==> src/rtl/ssd_pkg.sv <==
// Shared definitions for the seven-segment display driver.
// Holds the digit count, the conversion FSM state type, the active-low
// segment encodings, and the double-dabble nibble correction helper.
// Segment vectors are ordered {g,f,e,d,c,b,a}; a 0 lights a segment.
package ssd_pkg;

  localparam int NUM_DIGITS = 4;
  localparam logic [6:0] SEG_BLANK = 7'h7F;

  typedef enum logic [1:0] {
    IDLE,
    SHIFT,
    DONE
  } conv_state_t;

  // Active-low segment pattern for one decimal digit; anything above 9 is blanked.
  function automatic logic [6:0] seg_encode(input logic [3:0] digit);
    logic [6:0] seg;
    case (digit)
      4'd0:    seg = 7'h40;
      4'd1:    seg = 7'h79;
      4'd2:    seg = 7'h24;
      4'd3:    seg = 7'h30;
      4'd4:    seg = 7'h19;
      4'd5:    seg = 7'h12;
      4'd6:    seg = 7'h02;
      4'd7:    seg = 7'h78;
      4'd8:    seg = 7'h00;
      4'd9:    seg = 7'h10;
      default: seg = SEG_BLANK;
    endcase
    return seg;
  endfunction

  // Double-dabble correction: every BCD nibble of 5 or more gets +3 so the
  // following left shift carries correctly into the next decimal digit.
  function automatic logic [15:0] dabble_adjust(input logic [15:0] scratch);
    logic [15:0] adj;
    for (int i = 0; i < NUM_DIGITS; i++) begin
      if (scratch[i*4 +: 4] >= 4'd5)
        adj[i*4 +: 4] = scratch[i*4 +: 4] + 4'd3;
      else
        adj[i*4 +: 4] = scratch[i*4 +: 4];
    end
    return adj;
  endfunction

endpackage

==> src/rtl/bin2bcd_seq.sv <==
// Sequential binary-to-BCD converter (shift-and-add-3, one bit per cycle).
// Ports:
//   clk       - system clock, rising edge
//   rst       - asynchronous, active-low reset
//   value     - unsigned binary input, WIDTH bits
//   bcd       - last completed result {thousands,hundreds,tens,units}
//   bcd_valid - set once the first conversion has finished
//   busy      - high while a conversion is in flight
// A new conversion starts whenever the input differs from the last value
// converted, or when no result exists yet. Input changes while busy are
// ignored. The IDLE state compares the input again after DONE, so the
// result converges on the latest input. bcd only changes in DONE, which
// means a partially shifted result is never visible at the output.
module bin2bcd_seq
  import ssd_pkg::*;
#(
  parameter int WIDTH = 13
) (
  input  logic             clk,
  input  logic             rst,
  input  logic [WIDTH-1:0] value,
  output logic [15:0]      bcd,
  output logic             bcd_valid,
  output logic             busy
);

  conv_state_t      state;
  logic [WIDTH-1:0] shreg;
  logic [WIDTH-1:0] captured;
  logic [WIDTH-1:0] last_value;
  logic [15:0]      scratch;
  logic [3:0]       shift_cnt;
  logic [15:0]      scratch_adj;

  assign scratch_adj = dabble_adjust(scratch);

  // Conversion FSM: capture, WIDTH shift steps, then publish the result.
  always_ff @(posedge clk or negedge rst) begin
    if (!rst) begin
      state      <= IDLE;
      shreg      <= '0;
      captured   <= '0;
      last_value <= '0;
      scratch    <= '0;
      shift_cnt  <= '0;
      bcd        <= '0;
      bcd_valid  <= 1'b0;
      busy       <= 1'b0;
    end else begin
      case (state)
        IDLE: begin
          if (!bcd_valid || value != last_value) begin
            shreg     <= value;
            captured  <= value;
            scratch   <= '0;
            shift_cnt <= '0;
            busy      <= 1'b1;
            state     <= SHIFT;
          end
        end
        SHIFT: begin
          {scratch, shreg} <= {scratch_adj[14:0], shreg, 1'b0};
          shift_cnt        <= shift_cnt + 4'd1;
          if (shift_cnt == 4'(WIDTH - 1))
            state <= DONE;
        end
        DONE: begin
          bcd        <= scratch;
          bcd_valid  <= 1'b1;
          last_value <= captured;
          busy       <= 1'b0;
          state      <= IDLE;
        end
        default: state <= IDLE;
      endcase
    end
  end

endmodule

==> src/rtl/ssd_display_driver.sv <==
// Four-digit common-anode seven-segment driver for the CPU's SSD debug bus.
// The binary value is converted to BCD by bin2bcd_seq. A free-running scan
// counter then time-multiplexes the digits onto the display.
// Ports:
//   clk       - system clock, rising edge
//   rst       - asynchronous, active-low reset
//   value     - unsigned binary value to show, WIDTH bits
//   bcd       - last converted BCD {thousands,hundreds,tens,units}
//   bcd_valid - high once the first conversion has completed
//   busy      - conversion in progress
//   anode     - active-low digit enables, anode[0] drives the units digit
//   cathode   - active-low segments {g,f,e,d,c,b,a}
// Build option: define LEADING_ZERO_BLANK_EN to blank every digit above the
// most-significant nonzero one. The units digit is always shown. When the
// macro is undefined, all four digits are shown, including leading zeros.
module ssd_display_driver
  import ssd_pkg::*;
#(
  parameter int WIDTH        = 13,
  parameter int REFRESH_BITS = 18
) (
  input  logic             clk,
  input  logic             rst,
  input  logic [WIDTH-1:0] value,
  output logic [15:0]      bcd,
  output logic             bcd_valid,
  output logic             busy,
  output logic [3:0]       anode,
  output logic [6:0]       cathode
);

  logic [REFRESH_BITS-1:0] scan_cnt;
  logic [1:0]              digit_sel;
  logic [3:0]              nibble;
  logic                    lead_zero;
  logic [6:0]              seg_next;

  bin2bcd_seq #(.WIDTH(WIDTH)) u_conv (
    .clk       (clk),
    .rst       (rst),
    .value     (value),
    .bcd       (bcd),
    .bcd_valid (bcd_valid),
    .busy      (busy)
  );

  assign digit_sel = scan_cnt[REFRESH_BITS-1 -: 2];

  // Select the nibble for the digit being scanned. Also work out whether that
  // digit lies above the most-significant nonzero digit.
  always_comb begin
    nibble    = bcd[3:0];
    lead_zero = 1'b0;
    case (digit_sel)
      2'd0: begin
        nibble    = bcd[3:0];
        lead_zero = 1'b0;
      end
      2'd1: begin
        nibble    = bcd[7:4];
        lead_zero = (bcd[15:4] == 12'd0);
      end
      2'd2: begin
        nibble    = bcd[11:8];
        lead_zero = (bcd[15:8] == 8'd0);
      end
      default: begin
        nibble    = bcd[15:12];
        lead_zero = (bcd[15:12] == 4'd0);
      end
    endcase
  end

  // Decode the digit, or blank it when there is no result yet or the nibble
  // is not a decimal digit. The optional build also blanks leading zeros.
  always_comb begin
    seg_next = seg_encode(nibble);
    if (!bcd_valid)
      seg_next = SEG_BLANK;
`ifdef LEADING_ZERO_BLANK_EN
    if (lead_zero)
      seg_next = SEG_BLANK;
`endif
  end

  // Scan counter plus registered pin drivers. The pins follow the digit
  // select one cycle later, so exactly one anode is low after the first edge.
  always_ff @(posedge clk or negedge rst) begin
    if (!rst) begin
      scan_cnt <= '0;
      anode    <= 4'b1111;
      cathode  <= SEG_BLANK;
    end else begin
      scan_cnt <= scan_cnt + {{(REFRESH_BITS-1){1'b0}}, 1'b1};
      anode    <= ~(4'b0001 << digit_sel);
      cathode  <= seg_next;
    end
  end

`ifndef LEADING_ZERO_BLANK_EN
  logic unused_lead_zero;
  assign unused_lead_zero = lead_zero;
`endif

endmodule

==> config.mk <==
export PLATFORM = sky130hd
export DESIGN_NAME = ssd_display_driver
export DESIGN_NICKNAME = d
export VERILOG_FILES = /design/src/rtl/ssd_pkg.sv /design/src/rtl/bin2bcd_seq.sv /design/src/rtl/ssd_display_driver.sv
export SDC_FILE = /design/constraint.sdc
export NUM_CORES = 1
export LEC_CHECK = 0
export CAP_MARGIN = 10
export CORE_AREA = 4 4 135 137
export DETAILED_ROUTE_END_ITERATION = 10
export DIE_AREA = 0 0 139 141
export HOLD_SLACK_MARGIN = 0.02
export SYNTH_ARGS = -nofsm -noshare
export SYNTH_HDL_FRONTEND = slang
export SYNTH_HIERARCHICAL = 1
export SYNTH_SLANG_ARGS = --single-unit
==> constraint.sdc <==
create_clock -name clk -period 1.95 [get_ports clk]
set_input_delay 0.2925 -clock clk [delete_from_list [all_inputs] [get_ports clk]]
set_output_delay 0.2925 -clock clk [all_outputs]
set_load 0.03 [all_outputs]
==> summary.txt <==
Status
  – Status: finished, final reports clean

Yosys
  – Syn nets: 440
  – Yosys top cell area share: 0.479
  – FF+latch count, synth: 108
  – Yosys warns: 6
  – Syn Inst Count: 411
  – Largest cells by area after synthesis: dfrtp_1 48%, mux2_2 11%, dfstp_2 5.7%, xnor2_1 5.4%, ha_1 3.5%
  – Avg Cell Area, Syn: 12.3 µm²
  – Synth top cells by count: 97 x dfrtp_1, 48 x mux2_2, 35 x nand2_1
  – Post-synth EDFFs: 0
  – Cell taking the most area after synthesis: dfrtp_1
  – Mapped Area: 5060 µm²
  – Seq/Total Area, Yosys: 0.537
  – Share of flip-flops with an asynchronous set or reset: 1.00
  – Unique masters post-synth: 46
  – Top FF cell, synth: dfrtp_1
  – Most frequent cell after synthesis: dfrtp_1

Floorplanning
  – CORE AREA: 17100 µm²
  – Die width: 139 µm
  – Die Y: 141 µm
  – Initial core utilization: 0.297
  – # IOs: 44
  – # rows: 48
  – Area of the die: 19600 µm²

Timing
  – Tmin final: 1.93 ns
  – RSZ-0062 raised after global routing: true
  – Final period util: 0.991
  – Rel. slew slack: 0.322
  – Final hold violation count: 0
  – Worst-Margin Slew: 1.01 ns
  – Final setup viols: 0
  – Final Max Tran Viols: 0
  – Fin Hold WS: 0.338 ns
  – Final Skew: 0.00918 ns
  – Max frequency: 0.517 GHz

Detailed routing
  – Routed WL: 10.4 mm
  – Iter 0 DRT Violations: 128
  – DR pass1 iterations: 4
  – Final ANT Viol Nets: 0
  – Number of vias per cell: 4.70
  – Drc violations: 0
  – Via count: 3366
  – Routed WL per cell: 14.5 µm

Setup path
  – Worst Path Buf+Inv: 2
  – Critical path peak fanout: 7
  – CP Launch Type: primary input
  – Crit path DAT: 2.16 ns
  – Crit-path cells: clkdlybuf4s50_1, xnor2_2, nand4_1, nor3_2, a31o_1, buf_6, mux2_4
  – Setup crit end kind: flip-flop
  – Kind of critical path: in -> reg
  – CP max stage delay: 0.55 ns
  – CP max stage cell: clkdlybuf4s50_1
  – Worst path required time: 2.18 ns
  – Family with the most delay on the worst path: buffers and inverters

CTS
  – CTS buffer count: 9
  – TritonCTS clock tree: done
  – Clock sinks: 108
  – Clock root buffer: clkbuf_16
  – Clock transition at the registers of the reported paths: 0.06 ns
  – H-tree Lvls: 3
  – Bufs on Longest Clock Path: 2
  – Later-pin clock latency in the skew report: 0.35 ns

Pwr
  – Clock power share: 0.185
  – Leakage: 0.00276 µW
  – Int Pwr: 5940 µW
  – Peak supply drop: 0.836 mV
  – Sw Ratio: 0.349
  – Flop pwr share: 0.406
  – Combinational group share of total power: 0.410
  – Sw power: 3180 µW
  – PD cells: 1440 nW/µm²

GRT
  – Overall routing resource usage: 0.108
  – Largest net degree at the start of global routing: 37
  – Global-route wire length before repair: 17.3 mm
  – Initial antenna violation count: 0
  – Grt ovf: 0
  – Vias in the first global route: 3404

Flow run
  – Max Cap Violations: 0

Hold path
  – Worst hold path class: in -> reg

Layout
  – Final Util: 0.371
  – Diode count: 0
  – Layout cells sized above 1: 0.271
  – Fillers: 1652
  – Area grow syn2layout: 24.9%
  – Layout Nets: 515

Placement
  – Post-DP HPWL: 7.56 mm
  – GP Congestion: 0.839
  – Port Buf Inserts: 43
[worst reg2reg max path, delay by kind of cell (launching register included)]
family                    cells  cell delay, ns
muxes                         1            0.31
and+or+nand+nor               2            0.46
AOI/OAI and AO/OA             1            0.26
buffers and inverters         1            0.17
xor gates and xnor gates      1            0.19
DFF                           1            0.41
[final cells by class]
| cell class | instances | area [µm²] | share of cell area |
|---|---|---|---|
| Sequential cell | 108 | 2720 | 0.430 |
| Multi-Input combinational cell | 270 | 2230 | 0.352 |
| Timing Repair Buffer | 80 | 761 | 0.120 |
| Tap cell | 225 | 282 | 0.0445 |
| Clock buffer | 11 | 243 | 0.0384 |
| Inverter | 17 | 63.8 | 0.0101 |
| Clock inverter | 5 | 27.5 | 0.00435 |
[placed cells by master (no fill, tap or decap), types with 2 or more instances in the layout]
cell type / instances
dfrtp_1: 96
mux2_2: 45
clkdlybuf4s50_1: 39
nand2_1: 35
buf_4: 32
o21ai_0: 28
xnor2_1: 27
inv_1: 17
a22o_1: 17
ha_1: 14
mux2_4: 12
nand4_1: 11
dfstp_2: 11
nor2_1: 10
nand2b_1: 9
a21oi_1: 9
clkbuf_16: 9
nand3_1: 8
and4_1: 4
clkinv_2: 4
xnor2_2: 4
nor3_1: 3
mux4_2: 3
xor2_1: 3
dlymetal6s2s_1: 3
buf_12: 3
and3_1: 2
nor3b_1: 2
nor2b_1: 2
o2bb2ai_1: 2
buf_6: 2
[stage by stage]
step	instances	TNS, ns	total power, µW	setup WS (ns)	instance area [µm²]
after detailed placement	698	-12.12	7430	-0.354	5970
after global routing	716	-1.85	9750	-0.0776	6320
final	716	0	9130	0.0171	6320
after CTS	715	0	9140	0.00213	6250
after global placement	698	-9.11	7290	-0.270	5970
after floorplan	411	0	6170	0.0815	5060
[routing by layer]
layer | vias to the layer above | GRT usage | wire length [µm] | share of wire
li1 | 1601 | - | - | -
met1 | 1683 | 0.144 | 4720 | 0.46
met2 | 70 | 0.177 | 5080 | 0.49
met3 | 12 | 0.0282 | 425 | 0.041
met4 | 0 | 0.0294 | 127 | 0.012
met5 | - | 0 | 0 | 0
[cell families after synthesis]
| group | count (synthesis) | synth area share |
|---|---|---|
| compound gates | 64 | 0.0828 |
| xor+xnor | 34 | 0.0588 |
| fa+ha+maj | 14 | 0.0346 |
| buf+inv | 33 | 0.0336 |
| flops | 108 | 0.537 |
| mux | 63 | 0.157 |
| simple gates | 95 | 0.0966 |
[power by group through the flow]
stage          Clock (µW)  Combinational [µW]  Sequential, µW
6_report             1680                3740            3700
2_1_floorplan           0                2200            3970
4_1_cts              1740                3710            3700
3_5_place_dp            0                3690            3740
5_1_grt              1820                4110            3820
3_3_place_gp            0                3580            3700
[timing repair]
item / 4_1_cts / 5_1_grt
endpoints found under the hold margin: 28 / 0
setup endpoints to repair: 0 / 41
hold buffers: 1 / 0
setup buffers: 0 / 1
gates resized for setup: 0 / 16
[worst paths after layout]
| path | slack (ns) | end | startpoint | depth (start not counted) |
|---|---|---|---|---|
| worst max-delay path | 0.02 | u_conv/shreg[5]$_DFFE_PN0P_ | value[5] | 7 |
| worst min-delay path | 0.34 | u_conv/captured[3]$_DFFE_PN0P_ | value[3] | 2 |
| worst max register to register | 0.04 | u_conv/shreg[5]$_DFFE_PN0P_ | u_conv/last_value[8]$_DFFE_PN0P_ | 6 |
| worst min register to register | 0.47 | scan_cnt[5]$_DFF_PN0_ | scan_cnt[5]$_DFF_PN0_ | 1 |
| max in group asynchronous | 0.91 | u_conv/captured[1]$_DFFE_PN0P_ | rst | 3 |
| min in group asynchronous | 0.43 | u_conv/captured[8]$_DFFE_PN0P_ | rst | 2 |
[flip-flops by register name, summed over array words and instances, names as in the netlist]
name and cells:
anode 4, u_conv/captured 13, u_conv/bcd 16, u_conv/scratch 16, u_conv/busy 1, u_conv/last_value 13
u_conv/state 2, scan_cnt 18, cathode 7, u_conv/shift_cnt 4, u_conv/shreg 13, u_conv/bcd_valid 1
(Power assumes the default switching activity.)
